File: src/rtl/jtag_pkg.sv
// jtag_pkg: IEEE 1149.1 TAP state encodings and next-state function shared by the chain mux.
package jtag_pkg;
   localparam int STRETCH_W = 8;
   typedef enum logic [3:0] {
      EX2_DR   = 4'h0,
      EX1_DR   = 4'h1,
      SHIFT_DR = 4'h2,
      PAUSE_DR = 4'h3,
      SEL_IR   = 4'h4,
      UPD_DR   = 4'h5,
      CAP_DR   = 4'h6,
      SEL_DR   = 4'h7,
      EX2_IR   = 4'h8,
      EX1_IR   = 4'h9,
      SHIFT_IR = 4'hA,
      PAUSE_IR = 4'hB,
      RTI      = 4'hC,
      UPD_IR   = 4'hD,
      CAP_IR   = 4'hE,
      TLR      = 4'hF
   } tap_state_e;
   function automatic tap_state_e tap_next(input tap_state_e s, input logic tms);
      case (s)
         RTI, UPD_DR, UPD_IR: return tms ? SEL_DR : RTI;
         SEL_DR:              return tms ? SEL_IR : CAP_DR;
         CAP_DR, SHIFT_DR:    return tms ? EX1_DR : SHIFT_DR;
         EX1_DR:              return tms ? UPD_DR : PAUSE_DR;
         PAUSE_DR:            return tms ? EX2_DR : PAUSE_DR;
         EX2_DR:              return tms ? UPD_DR : SHIFT_DR;
         SEL_IR:              return tms ? TLR : CAP_IR;
         CAP_IR, SHIFT_IR:    return tms ? EX1_IR : SHIFT_IR;
         EX1_IR:              return tms ? UPD_IR : PAUSE_IR;
         PAUSE_IR:            return tms ? EX2_IR : PAUSE_IR;
         EX2_IR:              return tms ? UPD_IR : SHIFT_IR;
         default:             return tms ? TLR : RTI;
      endcase
   endfunction
endpackage

File: src/rtl/jtag_tap_tracker.sv
// jtag_tap_tracker: shadows the target TAP controller from synchronised TCK rising-edge strobes.
module jtag_tap_tracker
   import jtag_pkg::*;
(
   input  logic       CLK,
   input  logic       nRST,
   input  logic       tck_rise,
   input  logic       tms,
   input  logic       force_tlr,
   output tap_state_e state
);
   tap_state_e state_q, state_d;
   always_comb state_d = force_tlr ? TLR : tck_rise ? tap_next(state_q, tms) : state_q;
   always_ff @(posedge CLK) state_q <= !nRST ? TLR : state_d;
   assign state = state_q;
endmodule

File: src/rtl/jtag_chain_mux.sv
// jtag_chain_mux: routes one FTDI JTAG port to one of NUM_CH target chains, switching only
// when the tracked TAP is idle (TLR/RTI), TCK is low and any nTRST stretch has expired.
module jtag_chain_mux
   import jtag_pkg::*;
#(
   parameter int NUM_CH   = 2,
   parameter int SEL_W    = $clog2(NUM_CH),
   parameter int TRST_MIN = 16
) (
   input  logic              CLK,
   input  logic              nRST,
   input  logic              FT_TDI,
   input  logic              FT_TCK,
   input  logic              FT_TMS,
   input  logic              FT_nTRST_OUT,
   output logic              FT_TDO,
   input  logic [SEL_W-1:0]  SEL,
   input  logic [NUM_CH-1:0] TDO,
   output logic [NUM_CH-1:0] TCK,
   output logic [NUM_CH-1:0] TDI,
   output logic [NUM_CH-1:0] TMS,
   output logic [NUM_CH-1:0] nTRST,
   output logic [SEL_W-1:0]  ACT_CH,
   output logic              SWITCH_PEND,
   output logic              SEL_ERR,
   output logic [3:0]        TAP_STATE
);
   logic [1:0] tck_sync_q, tck_sync_d, tms_sync_q, tms_sync_d, trst_sync_q, trst_sync_d;
   logic tck_prev_q, tck_prev_d, trst_prev_q, trst_prev_d;
   logic [STRETCH_W-1:0] cnt_q, cnt_d;
   logic [SEL_W-1:0] act_ch_q, act_ch_d;
   logic pend_q, pend_d, sel_err_q, sel_err_d;
   logic [NUM_CH-1:0] ntrst_q, ntrst_d;
   logic tck_rise, trst_fall, sel_ok, go;
   tap_state_e tap_state;
   // Data path is purely combinational; the synchronisers only feed the tracking logic.
   always_comb begin
      TCK = '0;
      TDI = '1;
      TMS = '1;
      TCK[act_ch_q] = FT_TCK;
      TDI[act_ch_q] = FT_TDI;
      TMS[act_ch_q] = FT_TMS;
      FT_TDO = TDO[act_ch_q];
   end
   always_comb begin
      tck_sync_d = {tck_sync_q[0], FT_TCK};
      tms_sync_d = {tms_sync_q[0], FT_TMS};
      trst_sync_d = {trst_sync_q[0], FT_nTRST_OUT};
      tck_prev_d = tck_sync_q[1];
      trst_prev_d = trst_sync_q[1];
      tck_rise = tck_sync_q[1] & ~tck_prev_q;
      trst_fall = trst_prev_q & ~trst_sync_q[1];
      cnt_d = trst_fall ? STRETCH_W'(TRST_MIN) : cnt_q - STRETCH_W'(cnt_q != '0);
      sel_ok = {1'b0, SEL} < (SEL_W+1)'(NUM_CH);
      go = pend_q & sel_ok & (tap_state == TLR || tap_state == RTI) & ~tck_sync_q[1] & ~tck_rise & (cnt_q == '0);
      act_ch_d = go ? SEL : act_ch_q;
      pend_d = sel_ok & (SEL != act_ch_d);
      sel_err_d = ~sel_ok;
      ntrst_d = '1;
      ntrst_d[act_ch_d] = trst_sync_q[1] & (cnt_d == '0);
   end
   always_ff @(posedge CLK) begin
      if (!nRST) begin
         tck_sync_q <= '0;
         tms_sync_q <= '0;
         trst_sync_q <= '1;
         tck_prev_q <= 1'b0;
         trst_prev_q <= 1'b1;
         cnt_q <= '0;
         act_ch_q <= '0;
         pend_q <= 1'b0;
         sel_err_q <= 1'b0;
         ntrst_q <= '1;
      end else begin
         tck_sync_q <= tck_sync_d;
         tms_sync_q <= tms_sync_d;
         trst_sync_q <= trst_sync_d;
         tck_prev_q <= tck_prev_d;
         trst_prev_q <= trst_prev_d;
         cnt_q <= cnt_d;
         act_ch_q <= act_ch_d;
         pend_q <= pend_d;
         sel_err_q <= sel_err_d;
         ntrst_q <= ntrst_d;
      end
   end
   jtag_tap_tracker u_tap (
      .CLK       (CLK),
      .nRST      (nRST),
      .tck_rise  (tck_rise),
      .tms       (tms_sync_q[1]),
      .force_tlr (~trst_sync_q[1]),
      .state     (tap_state)
   );
   assign ACT_CH = act_ch_q;
   assign SWITCH_PEND = pend_q;
   assign SEL_ERR = sel_err_q;
   assign nTRST = ntrst_q;
   assign TAP_STATE = tap_state;
endmodule

File: config.mk
export PLATFORM = sky130hd
export DESIGN_NAME = jtag_chain_mux
export DESIGN_NICKNAME = d
export VERILOG_FILES = /design/src/rtl/jtag_pkg.sv /design/src/rtl/jtag_tap_tracker.sv /design/src/rtl/jtag_chain_mux.sv
export SDC_FILE = /design/constraint.sdc
export NUM_CORES = 1
export LEC_CHECK = 0
export ABC_AREA = 1
export CAP_MARGIN = 20
export CORE_MARGIN = 2
export CORE_UTILIZATION = 60
export CTS_BUF_LIST = sky130_fd_sc_hd__clkbuf_4 sky130_fd_sc_hd__clkbuf_8
export CTS_CLUSTER_DIAMETER = 40
export DETAILED_ROUTE_END_ITERATION = 6
export DONT_BUFFER_PORTS = 1
export PLACE_DENSITY = 0.76
export SLEW_MARGIN = 20
export SYNTH_ARGS = -nofsm -noshare
export SYNTH_HDL_FRONTEND = slang
export SYNTH_HIERARCHICAL = 1
export SYNTH_SLANG_ARGS = --single-unit
File: constraint.sdc
create_clock -name CLK -period 2.5 [get_ports CLK]
set_input_delay 0.25 -clock CLK [delete_from_list [all_inputs] [get_ports CLK]]
set_output_delay 0.25 -clock CLK [all_outputs]
set_load 0.005 [all_outputs]
== Word-level counts from Yosys, hierarchy flattened ==
Index checks and enable logic that the tools add are counted.
Storage, ports and cells
  flip-flop bits (word level): 24
  input bits: 9
  output and inout bits: 16
  word-level logic and storage cells: 80
Cells by class
  add/subtract/negate cells: 1
  $lt $le $gt $ge: 4
  equal/unequal tests: 16
  multiplexer cells: 21
  bitwise operators: 17
  reduce and logical (&&, ||, !) cells: 11
Operators by type and width (count)
  $pmux 4 s11: 1
  $eq 4x4->1 const B: 8
  $eq 4x3->1 const B: 4
  $logic_not 8->1: 2
  $mux 2: 6
  $mux 3: 4
  $eq 4x2->1 const B: 2
  $mux 8: 1
  $reduce_bool 8->1: 1
  $sub 8x1->8: 1
  $and 1x1->1: 7
  $mux 1: 6
  $or 2x2->2: 3
  $eq 4x1->1 const B: 1
  $logic_not 4->1: 1
  $lt 1x2->1 const B: 2
  $mux 4: 1
  $not 1->1: 4
  $not 2->2: 2
  $reduce_or 2->1: 2
  $reduce_or 3->1: 1
  $and 2x2->2: 1
  $demux 1 s1: 2
  $ge 1x1->1 const B: 2
  4 further kinds: 5

== Logic depth before layout (Yosys ltp) ==
  word-level depth: 13
  gate-level depth with buffers: 13
  mapped depth without buffers: 13

== Hierarchy ==
Netlist, hierarchy kept.
By module, submodules not included
  jtag_chain_mux: times used 1, cells each 133, area an instance 953.4 um^2, sequential area each 400.4 um^2
  jtag_tap_tracker: times used 1, cells each 46, area an instance 269.0 um^2, sequential area each 80.1 um^2

== Worst setup path after synthesis ==
No wires, ideal clock.
  path kind: reg-to-reg
  from: reg cnt_q[7]
  to: reg ntrst_q[0] (netlist: nTRST[0])
  setup time: 58 ps
  data arrival time: 1678 ps
  data required time: 2442 ps
  slack: 764 ps
  cell stages (with the launch flop): 13
  path buffers: 0
  period minus slack after synthesis: 1736 ps
  cells stage by stage: dfxtp_1 nor2_1 nand3_4 nor2_4 inv_1 ha_1 ha_1 xor2_1 nor2_1 nand3_1 nor2_1 nand2_1 nand2_1
On the way
  cells in the longest elaborated chain, start to end: 9
  elaborated cells between the ends (all ways): 15
  classes of those cells: add/sub (1); order compare (2); mux (4); bitwise (4); reduce/logical (4)
Ends and longest elaborated chain
  start: declaration: line jtag_chain_mux.sv:30  | logic [STRETCH_W-1:0] cnt_q, cnt_d;
  start signal: assignment: line jtag_chain_mux.sv:81  | cnt_q <= cnt_d;
  parallel branches: the longest is 8 deep, another holds $sub 8x1->8
  $or 2x2->2 (no source line) *
  end signal: assignment: line jtag_chain_mux.sv:85  | ntrst_q <= ntrst_d;
  end: declaration: line jtag_chain_mux.sv:33  | logic [NUM_CH-1:0] ntrst_q, ntrst_d;
Every way passes the cells marked *.
A chain may end at the register's enable or synchronous reset.

== Worst setup path in the final report ==
  from: reg cnt_q[2]
  to: reg ntrst_q[0] (netlist: nTRST[0])
The elaborated chain is that of the path after synthesis.

==> summary.md <==
| Metric | Value |
|---|---|
| Status | `finished, final reports clean` |
| Clock Latency Late Sink | `0.31 ns` |
| Max-cap violations | `0` |
| CTS max path bufs | `2` |
| Chip width | `49.14 µm` |
| Die height | `49.14 µm` |
| Place WS | `0.5747 ns` |
| Peak Freq | `0.5125 GHz` |
| Worst setup margin | `0.5489 ns` |
| Area grow syn2layout | `4.196%` |
| Placed Cells | `204` |
| Setup-failing EPs final | `0` |
| DPL Wire Length | `1.723 mm` |
| TritonCTS clock tree | `done` |
| EDFF count, synth | `0` |
| Required @ worst endpoint | `2.77 ns` |
| # fillers | `189` |
| Most frequent cell after synthesis | `nand2_1` |
| YS warnings | `6` |
| Via density | `5.038` |
| Routed wire length | `2.168 mm` |
| Post-Syn Nets | `190` |
| Crit path max-delay family | `simple AND/OR/NAND/NOR gates` |
| Async S/R FF share, synth | `0%` |
| Final Hold Fails | `0` |
| GP Congestion | `0.8005` |
| Global route overflow | `0` |
| Top cells by count, synth | `47 x nand2_1, 30 x inv_1, 24 x dfxtp_1` |
| Combinational power share | `47.9%` |
| Initial core utilization | `62.95%` |
| Sequential share of power | `39.8%` |
| Critical path class | `reg -> reg` |
| Switching Share | `43.45%` |
| Post-DRT Antenna Nets | `0` |
| Hold Crit Class | `in -> reg` |
| CP startpoint kind | `register` |
| Share of total power in the clock network | `12.3%` |
| Synth Flop Type | `dfxtp_1` |
| Clock sink count | `24` |
| Detailed Routing Iterations Pass 1 | `4` |
| Layout Cells excl Fill | `208` |
| Drt wl/cell | `10.42 µm` |
| CTS clk-pin slew, worst paths | `0.13 ns` |
| Worst Skew | `0.01322 ns` |
| Switching Power | `577.6 µW` |
| Int Power | `751.8 µW` |
| GRT Util Overall | `20.39%` |
| Post-synthesis cell count | `179` |
| Vias in the first global route | `985` |
| Core region area | `0.001942 mm²` |
| Share of cells above drive strength 1 | `12.71%` |
| Power per cell area | `1044 mW/mm²` |
| Vias | `1,048` |
| Fin Hold WS | `0.03262 ns` |
| Fin crit period | `1.951 ns` |
| Crit share post-route | `78.04%` |
| TritonCTS buffer count | `3` |
| Synth area leader | `dfxtp_1` |
| Critical-path top delay cell | `dfxtp_1` |
| Largest cells by area after synthesis | `dfxtp_1 39%, nand2_1 14%, inv_1 9.2%` |
| Root buffer cell | `clkbuf_4` |
| WP buf/inv | `1` |
| Max Slew Vio Count | `0` |
| Synth Cell Area | `0.001222 mm²` |
| Critical Path Fanout Max | `5` |
| DRC viols | `0` |
| Slowest Stage Delay on Critical Path | `0.40 ns` |
| First-pass GRT wire length | `3.905 mm` |
| CTS H-Tree Depth | `1` |
| Util after Layout | `65.59%` |
| Crit-path cells | `nor2_4 > nand2_2 > nor2_4 > inv_1 > ha_1 > ha_1 > xor2_1 > nor2_1 > nand3_1 > nor2_1 > nand2_1 > nand2_1` |
| Nets | `194` |
| Num rows | `16` |
| Port buffer count | `0` |
| Worst Setup End Kind | `register` |
| Largest net degree at the start of global routing | `13` |
| Lkg Pwr | `0.0006599 µW` |
| RSZ-0062 raised after global routing | `no` |
| Post-synthesis sequential area ratio | `39.30%` |
| Diodes inserted | `0` |
| Top Ports | `25` |
| Max VDD drop | `760.5 µV` |
| Avg Synthesized Cell Area | `6.829 µm²` |
| Initial antenna violation count | `0` |
| Synth top area share | `39.30%` |
| Flop and latch count out of synthesis | `24` |
| Resize count post-CTS | `0` |
| Crit path arrival time | `2.22 ns` |
| Distinct cells, synth | `23` |
| Die area | `0.002414 mm²` |
| Fin Setup TNS | `0 ns` |
| Initial detailed-routing violation count | `31` |
[power by group through the flow]
stage / registers [µW] / clock network [µW] / logic [µW]
global route: 539 / 184 / 740
finish: 529 / 163 / 637
detailed placement: 537 / 0 / 637
global placement: 535 / 0 / 613
floorplan: 521 / 0 / 539
CTS: 529 / 169 / 638
[cell type report]
| cell class | instances | area, µm² | area share [%] |
|---|---|---|---|
| inverter | 34 | 127.6 | 10.02 |
| multi-input combinational | 119 | 599.3 | 47.05 |
| tap | 27 | 33.78 | 2.652 |
| timing repair buffer | 1 | 10.01 | 0.7859 |
| sequential | 24 | 480.5 | 37.72 |
| clock buffer | 3 | 22.52 | 1.768 |
[registers in the layout (all words and copies together), names as in the netlist]
signal	cells
nTRST	2
trst_prev_q	1
tck_prev_q	1
u_tap/state	4
cnt_q	8
trst_sync_q	2
ACT_CH	1
SWITCH_PEND	1
tms_sync_q	2
tck_sync_q	2
[through the flow]
stage | power [µW] | cell area [µm²]
floorplan | 1060 | 1222
global placement | 1148 | 1241
detailed placement | 1174 | 1241
CTS | 1336 | 1264
global route | 1463 | 1274
finish | 1329 | 1274
[cells by family after synthesis]
family	count (synthesis)	synth area share [%]
fa+ha+maj	2	2.047
simple gates	105	41.15
buf+inv	36	11.67
xor+xnor	2	1.433
other cells	1	0.3068
compound gates	9	4.094
flops	24	39.30
[placed cells by master, fill, tap and decap left out, types with 2 or more instances in the layout]
| cell type | netlist | final |
|---|---|---|
| nand2_1 | 47 | 47 |
| inv_1 | 30 | 30 |
| dfxtp_1 | 24 | 24 |
| nor2_1 | 19 | 19 |
| nand3_1 | 15 | 15 |
| a21oi_1 | 6 | 6 |
| nand2_2 | 5 | 5 |
| nor2_4 | 4 | 4 |
| nand4_1 | 4 | 4 |
| nor3_1 | 4 | 4 |
| nor2_2 | 3 | 3 |
| clkbuf_4 | 0 | 3 |
| inv_2 | 3 | 3 |
| xor2_1 | 2 | 2 |
| or2_2 | 2 | 2 |
| ha_1 | 2 | 2 |
[layer usage]
layer	track usage (%)	vias to the layer above	wire length [µm]
met5	0	-	0
met4	5.714	0	13
met3	4.601	2	126
met2	34.68	35	1011
met1	25.73	462	1016
li1	-	549	-
[final timing paths]
check                                   start        endpoint  slack (ns)  cells past startpoint
worst max-delay path                 cnt_q[2]        nTRST[0]        0.55                     12
worst min register to register  tms_sync_q[0]   tms_sync_q[1]        0.42                      2
worst min-delay path             FT_nTRST_OUT  trst_sync_q[0]        0.03                      1
worst max register to register       cnt_q[2]        nTRST[0]        0.55                     12
[repair_timing]
action                                 4_1_cts  5_1_grt
buffers inserted                             0        0
hold buffers                                 0        1
endpoints found under the hold margin        0        1
No activity file was read; power rests on OpenSTA's default activity.
